===== config.mk =====
export PLATFORM = sky130hd
export DESIGN_NAME = dct_addsub_pipe
export DESIGN_NICKNAME = d
export VERILOG_FILES = /design/src/rtl/dct_addsub_pipe_pkg.sv /design/src/rtl/dct_addsub_lane.sv /design/src/rtl/dct_addsub_pipe.sv
export SDC_FILE = /design/constraint.sdc
export NUM_CORES = 2
export LEC_CHECK = 0
export ABC_AREA = 0
export ABC_CLOCK_PERIOD_IN_PS = 3200
export CORE_MARGIN = 2
export CORE_UTILIZATION = 50
export CTS_CLUSTER_DIAMETER = 200
export CTS_CLUSTER_SIZE = 14
export DETAILED_ROUTE_END_ITERATION = 12
export PLACE_DENSITY = 0.75
export SLEW_MARGIN = 20
export SYNTH_ARGS = -nofsm -noshare
export SYNTH_HDL_FRONTEND = slang
export SYNTH_HIERARCHICAL = 1
export SYNTH_SLANG_ARGS = --single-unit

===== constraint.sdc =====
create_clock -name clk -period 3.2 [get_ports clk]
set_clock_uncertainty 0.15 [all_clocks]
set_input_delay 0.48 -clock clk [delete_from_list [all_inputs] [get_ports clk]]
set_output_delay 0.48 -clock clk [all_outputs]
set_load 0.03 [all_outputs]

===== src/rtl/dct_addsub_pipe_pkg.sv =====
// Shared definitions for the DCT add/sub datapath: op encodings, Q11.4
// constants and saturation-limit helpers.
package dct_pkg;

    typedef enum logic [1:0] {
        OP_ADD  = 2'b00,
        OP_SUB  = 2'b01,
        OP_RSUB = 2'b10,
        OP_BFLY = 2'b11
    } op_e;

    localparam int unsigned Q_INT_BITS  = 11;
    localparam int unsigned Q_FRAC_BITS = 4;
    localparam logic [15:0] Q_ONE       = 16'h0010;

    // Limits are returned 64 bits wide; callers keep the low w bits.
    function automatic logic [63:0] sat_max(input int unsigned w);
        return (64'd1 << (w - 1)) - 64'd1;
    endfunction

    function automatic logic [63:0] sat_min(input int unsigned w);
        return ~sat_max(w);
    endfunction

endpackage


===== src/rtl/dct_addsub_lane.sv =====
// One combinational lane: turns the exact WIDTH+1-bit results captured in
// stage 1 into saturated or wrapped WIDTH-bit results plus an overflow flag.
module dct_addsub_lane
    import dct_pkg::*;
#(
    parameter int WIDTH = 16
) (
    input  op_e              op,
    input  logic             sat_en,
    input  logic [WIDTH:0]   xr,
    input  logic [WIDTH:0]   xs,
    output logic [WIDTH-1:0] r,
    output logic [WIDTH-1:0] s,
    output logic             ovf
);

    localparam logic [63:0] MAX64 = sat_max(WIDTH);
    localparam logic [63:0] MIN64 = sat_min(WIDTH);

    logic ovf_r;
    logic ovf_s;

    // Sign bit of the exact value selects which rail to clamp to.
    function automatic logic [WIDTH-1:0] fit(input logic [WIDTH:0] x, input logic sat);
        if (sat && (x[WIDTH] != x[WIDTH-1]))
            return x[WIDTH] ? MIN64[WIDTH-1:0] : MAX64[WIDTH-1:0];
        return x[WIDTH-1:0];
    endfunction

    always_comb begin
        ovf_r = (xr[WIDTH] != xr[WIDTH-1]);
        ovf_s = (op == OP_BFLY) && (xs[WIDTH] != xs[WIDTH-1]);
        r     = fit(xr, sat_en);
        s     = (op == OP_BFLY) ? fit(xs, sat_en) : '0;
        ovf   = ovf_r | ovf_s;
    end

endmodule


===== src/rtl/dct_addsub_pipe.sv =====
// Two-stage pipelined add/sub array with valid/ready on both sides and a
// saturating count of delivered beats that carried an overflow.
module dct_addsub_pipe
    import dct_pkg::*;
#(
    parameter int WIDTH = 16,
    parameter int LANES = 8,
    parameter int CNT_W = 16
) (
    input  logic                   clk,
    input  logic                   rst_n,
    input  logic                   sat_en,
    input  logic                   ovf_clr,
    input  logic                   in_valid,
    output logic                   in_ready,
    input  logic [1:0]             in_op,
    input  logic [LANES*WIDTH-1:0] in_a,
    input  logic [LANES*WIDTH-1:0] in_b,
    output logic                   out_valid,
    input  logic                   out_ready,
    output logic [LANES*WIDTH-1:0] out_r,
    output logic [LANES*WIDTH-1:0] out_s,
    output logic [LANES-1:0]       out_ovf,
    output logic [CNT_W-1:0]       ovf_count
);

    logic adv1;
    logic adv2;
    logic s1_valid;
    logic s2_valid;
    op_e  op_in;
    op_e  s1_op;
    logic s1_sat;

    logic [LANES-1:0][WIDTH:0] x_r;
    logic [LANES-1:0][WIDTH:0] x_s;
    logic [LANES-1:0][WIDTH:0] s1_xr;
    logic [LANES-1:0][WIDTH:0] s1_xs;

    logic [LANES*WIDTH-1:0] r_w;
    logic [LANES*WIDTH-1:0] s_w;
    logic [LANES-1:0]       ovf_w;

    assign op_in     = op_e'(in_op);
    assign adv2      = !s2_valid || out_ready;
    assign adv1      = !s1_valid || adv2;
    assign in_ready  = adv1;
    assign out_valid = s2_valid;

    // Exact WIDTH+1-bit results from sign-extended operands.
    always_comb begin
        logic [WIDTH:0] ae;
        logic [WIDTH:0] be;
        ae  = '0;
        be  = '0;
        x_r = '0;
        x_s = '0;
        for (int unsigned i = 0; i < LANES; i++) begin
            ae = {in_a[i*WIDTH + WIDTH - 1], in_a[i*WIDTH +: WIDTH]};
            be = {in_b[i*WIDTH + WIDTH - 1], in_b[i*WIDTH +: WIDTH]};
            case (op_in)
                OP_ADD:  x_r[i] = ae + be;
                OP_SUB:  x_r[i] = ae - be;
                OP_RSUB: x_r[i] = be - ae;
                default: begin
                    x_r[i] = ae + be;
                    x_s[i] = ae - be;
                end
            endcase
        end
    end

    always_ff @(posedge clk or negedge rst_n) begin
        if (!rst_n) begin
            s1_valid <= 1'b0;
            s1_op    <= OP_ADD;
            s1_sat   <= 1'b0;
            s1_xr    <= '0;
            s1_xs    <= '0;
        end else if (adv1) begin
            s1_valid <= in_valid;
            if (in_valid) begin
                s1_op  <= op_in;
                s1_sat <= sat_en;
                s1_xr  <= x_r;
                s1_xs  <= x_s;
            end
        end
    end

    for (genvar g = 0; g < LANES; g++) begin : g_lane
        dct_addsub_lane #(.WIDTH(WIDTH)) u_lane (
            .op     (s1_op),
            .sat_en (s1_sat),
            .xr     (s1_xr[g]),
            .xs     (s1_xs[g]),
            .r      (r_w[g*WIDTH +: WIDTH]),
            .s      (s_w[g*WIDTH +: WIDTH]),
            .ovf    (ovf_w[g])
        );
    end

    // Output registers only load on a real transfer so they hold while stalled.
    always_ff @(posedge clk or negedge rst_n) begin
        if (!rst_n) begin
            s2_valid <= 1'b0;
            out_r    <= '0;
            out_s    <= '0;
            out_ovf  <= '0;
        end else if (adv2) begin
            s2_valid <= s1_valid;
            if (s1_valid) begin
                out_r   <= r_w;
                out_s   <= s_w;
                out_ovf <= ovf_w;
            end
        end
    end

    always_ff @(posedge clk or negedge rst_n) begin
        if (!rst_n) begin
            ovf_count <= '0;
        end else if (ovf_clr) begin
            ovf_count <= '0;
        end else if (s2_valid && out_ready && (|out_ovf) && (ovf_count != '1)) begin
            ovf_count <= ovf_count + CNT_W'(1);
        end
    end

endmodule

-- Yosys cells after proc, flatten, opt, wreduce, memory -nomap -nowiden
Cells that the tools add are included.
- register bits: 557
- word-level logic and storage cells: 204
- add/sub/neg operators: 25
- eq/ne operators: 20
- mux-type cells: 90
- bitwise operators: 8
- reductions and logical operators: 37
- operator list (cell ; number):
    2-to-1 mux 16 bit ; 58
    one-hot mux 17 bit (2 select lines) ; 8
    subtractor 16 x 16 -> 17 bit ; 16
    adder 16 x 16 -> 17 bit ; 8
    2-to-1 mux 17 bit ; 8
    logical AND 1 bit ; 27
    adder 16 x 1 -> 16 bit (second input constant) ; 1
    2-to-1 mux 1 bit ; 16
    != test 1 bit ; 16
    != test 16 bit (second input constant) ; 1
    OR 1 bit ; 8
    OR reduction 8 bit ; 1
    equality test 2 bit (second input constant) ; 2
    AND reduction 2 bit ; 2
    OR reduction 3 bit ; 1
    equality test 2 x 1 -> 1 bit (second input constant) ; 1
    logical NOT 1 bit ; 2
    logical NOT 2 bit ; 1
    logical OR 1 bit ; 2
    nonzero test 2 bit ; 1

-- Depth between registers and ports, before layout
- word-level depth: 5
- mapped depth: 16
- gate-level depth less buffers: 15

-- Cells and area by module
The synthesis kept the hierarchy.
- modules (own cells, without submodules) (module ; instances ; cells an instance ; area each (um^2) ; sequential area each (um^2)):
    dct_addsub_pipe ; 1 ; 3659 ; 35306.4 ; 13938.4
    dct_addsub_lane ; 8 ; 99 ; 734.5 ; 0.0

-- Least setup slack after synthesis
Ideal clock, no wire load.
- path type: input -> register
- start point: input port in_op[1]
- end point: register s1_xr[116] (netlist name)
- library setup time: 126 ps
- data arrival time: 4043 ps
- path slack: -1119 ps
- cell stages on the path: 15
- path buffers: 4
- path through: nor2b_1 > clkbuf_1 > clkbuf_1 > clkbuf_1 > buf_1 > mux2i_1 > fa_1 > a211o_1 > a2111oi_4 > o311ai_2 > a2111o_1 > nand2_1 > xor2_1 > nor2_1 > a221o_1
- word-level cells in the longest chain between the ends: 2
- ends and longest elaborated chain (item ; RTL line ; text):
    from (decl) ; dct_addsub_pipe.sv:16 ; input logic [1:0] in_op,
    equality test 2 bit / equality test 2 x 1 -> 1 bit (equally long branches) ; dct_addsub_pipe.sv:61 ; case (op_in)
    one-hot mux 17 bit (2 select lines) (*) ; dct_addsub_pipe.sv:61 ;
    to (signal assigned) ; dct_addsub_pipe.sv:85 ; s1_xr <= x_r;
    to (decl) ; dct_addsub_pipe.sv:37 ; logic [LANES-1:0][WIDTH:0] s1_xr;
Mark *: on every way between the ends. The rest lies on a longest branch, timed or not.
A chain may end at the register's enable or synchronous reset.

-- Worst setup path in the final report
- start point: input port in_a[84]
- end point: register s1_xr[99] (netlist name)
- word-level cells in the longest chain between the ends: 2
- ends and longest elaborated chain (item ; RTL line ; text):
    from (decl) ; dct_addsub_pipe.sv:17 ; input logic [LANES*WIDTH-1:0] in_a,
    adder 16 x 16 -> 17 bit (tied with other cells) ; dct_addsub_pipe.sv:62, dct_addsub_pipe.sv:66 ;
    one-hot mux 17 bit (2 select lines) (*) ; dct_addsub_pipe.sv:61 ;
Marks and branches as above.

==> impl_results.md <==
- Outcome: completed
- Core Box Area: 81800 um2
- Vias per cell: 5.88
- Fraction of layout cells with a size suffix above 1: 24.1%
- Synth area leader: dfrtp_1
- Fmax: 317 MHz
- GRT Overall Usage: 31.3%
- Routed length per placed instance: 20.8 um
- Finish-stage setup viols: 0
- Most common cell after layout, fill and taps aside: buf_4
- Rows: 105
- GR Overflow Total: 0
- Sequential area share after synthesis: 33.8%
- Final nets: 6063
- Yosys warning total: 6
- Post-synth EDFFs: 0
- Netlist cell types: 83
- Final core occ: 66.7%
- DP HPWL: 104000 um
- Slew @ Worst Pin: 0.914 ns
- Largest cells by area after synthesis: dfrtp_1 34%, ha_1 8.1%, mux2_2 7.5%, a21oi_1 5.7%, xnor2_1 4.3%
- Leak: 24.3 nW
- Die area: 84700 um2
- Fraction of registers with async set/reset: 100%
- Total of fill cells in the finished design: 6539
- Max_slew headroom: 38.9%
- Worst Path Max Fanout: 4
- Max IR drop VDD: 0.000520 V
- Main flop type after synthesis: dfrtp_1
- First-pass GRT wire length: 212000 um
- Arr. time, crit path: 3.48 ns
- Min Clock Period, post-route: 3.15 ns
- Flops & latches, synth: 557
- CTS HTree Levels: 2
- Worst min path class: primary input to flop
- Port Buf Inserts: 545
- Setup TNS: 0 ns
- Register Area: 13900 um2
- Critical path type: primary input to flop
- Post-Layout Cell Count: 6596
- Syn_area_per_cell: 9.25 um2
- CTS tree: done
- Placer Congestion: 0.969
- Largest net degree at the start of global routing: 71
- Post-DRT Antenna Nets: 0
- Initial drt markers: 2799
- Critical Path RT: 3.52 ns
- I/O Pins: 546
- DRC: 0
- Fin. max-slew vios: 0
- Pwr/cell area: 539 nW/um2
- Setup crit end kind: flop
- Most frequent cells in the layout: 682 x buf_4, 556 x dfrtp_1, 502 x clkdlybuf4s50_1, 439 x a21oi_1, 314 x inv_1
- Max Buffers Root-to-Sink: 3
- Pre-antenna DRT Iters: 6
- Syn Nets: 4996
- Initial antenna violation count: 9
- DR vias: 38800
- Die H: 291 um
- Final period util: 98.6%
- Die Wd: 291 um
- Fin. Hold Viols: 0
- Worst skew pair latency: 0.63 ns
- Maxcap violations: 0
- Inst Count DP: 6517
- Inserted Clock Buffers: 45
- Layout area overhead: 32.6%
- CTS root buffer: clkbuf_16
- CP startpoint kind: primary input
- Worst-path clk slew: 0.07 ns
- Netlist Area Pre-Place: 41200 um2
- Initial Utilization: 50.3%
- Synth top area share: 33.8%
- Area of the multi-input gates: 25600 um2
- Clock Sinks: 557
- Gate Count Post-Synth: 4451
- Vias in the first global route: 38200
- DRT Wirelength: 137000 um
-- critical path, cell delays in order --
cell and delay [ns]:
clkdlybuf4s50_1 0.45, nor3_1 0.15, nand3_1 0.20, o31ai_4 0.34, nand2_1 0.11, xnor2_1 0.13, ha_1 0.35, nand3_2 0.11
o311ai_4 0.29, a21o_1 0.22, nand2_1 0.08, xor2_1 0.17, nor2_1 0.08, a221o_1 0.30
-- area by class of cell --
cell class | instances | area share (%)
clock inverter | 2 | 0.0389
timing repair buffer | 1264 | 20.6
sequential | 557 | 25.5
tap | 1070 | 2.45
multi-input combinational | 3329 | 46.9
antenna | 6 | 0.0275
clock buffer | 47 | 2.11
inverter | 321 | 2.28
-- Yosys cell counts (13+ instances only) --
| master | n |
|---|---|
| dfrtp_1 | 557 |
| a21oi_1 | 467 |
| inv_1 | 321 |
| nor2_1 | 298 |
| nand2_1 | 296 |
| mux2_2 | 273 |
| ha_1 | 265 |
| o21ai_0 | 248 |
| xnor2_1 | 202 |
| xor2_1 | 135 |
| o2bb2ai_1 | 120 |
| clkbuf_1 | 113 |
| nor3_1 | 95 |
| a22o_1 | 90 |
| o32ai_2 | 80 |
| a31oi_1 | 64 |
| a21o_1 | 59 |
| o21a_1 | 57 |
| o32ai_1 | 41 |
| buf_2 | 40 |
| nand3_1 | 36 |
| nor2b_1 | 36 |
| a211oi_1 | 35 |
| nand2b_1 | 35 |
| buf_6 | 32 |
| buf_1 | 27 |
| mux2i_1 | 25 |
| buf_4 | 24 |
| o31ai_1 | 23 |
| and3_1 | 22 |
| or3_1 | 20 |
| nor4_1 | 19 |
| fa_1 | 16 |
| nand3b_1 | 14 |
| o31a_1 | 14 |
| or4_1 | 14 |
| o211ai_1 | 13 |
-- where the power goes --
part / switching, mW / internal, mW / total (mW) / leakage [nW]
Combinational: 7.41 / 6.47 / 13.9 / 16.7
Clock: 2.66 / 2.54 / 5.21 / 0.579
Sequential: 1.73 / 8.62 / 10.3 / 7.03
-- metal layers --
| metal | global-route usage, % | routed length (um) |
|---|---|---|
| met1 | 41.0 | 57300 |
| met4 | 12.7 | 5800 |
| met5 | 0 | 40 |
| met2 | 52.1 | 64800 |
| met3 | 4.50 | 8910 |
-- timing repair --
item | in CTS | in global routing
gates resized for setup | 86 | 145
endpoints found under the hold margin | 54 | 0
setup endpoints to repair | 78 | 52
pin swaps | 43 | 96
hold buffers | 1 | 0
setup buffers | 11 | 14
-- path summary, 6_finish.rpt --
kind	slack, ns	to	start	depth (start not counted)
max in group asynchronous	1.62	out_s[114]	rst_n	3
max reg2reg	0.59	out_s[35]	s1_op[0]	4
min in group asynchronous	0.28	out_r[30]	rst_n	2
max	0.05	s1_xr[99]	in_a[84]	14
min	0.11	s1_op[1]	in_op[1]	4
min reg2reg	0.35	s1_xs[98]	s1_xs[98]	2
-- registers in the layout, indices dropped and copies added, names as in the netlist --
signal and count:
s1_sat 1, out_ovf 8, out_r 128, s1_op 2, out_valid 1, ovf_count 16, s1_valid 1, s1_xs 136
s1_xr 136, out_s 128
-- cells by family after synthesis --
group / count (synthesis) / share of synthesized area [%]
flip-flops: 557 / 33.8
adder cells (fa/ha/maj): 281 / 8.83
XOR/XNOR: 337 / 7.17
multiplexers: 298 / 8.07
AO/OA/AOI/OAI: 1449 / 24.8
AND/OR/NAND/NOR: 964 / 11.2
buffers and inverters: 565 / 6.10
-- stage by stage --
stage	power (mW)	area (um2)	setup slack (ns)	hold slack, ns
6_report	29.4	54600	0.0457	0.110
5_1_grt	30.9	54600	-0.0721	0.107
4_1_cts	29.3	54100	-0.00479	0.273
3_5_place_dp	23.9	52600	-1.14	0.342
3_3_place_gp	23.6	52600	-1.05	0.334
2_1_floorplan	18.1	41500	-0.482	0.0344
(Power assumes the default switching activity.)
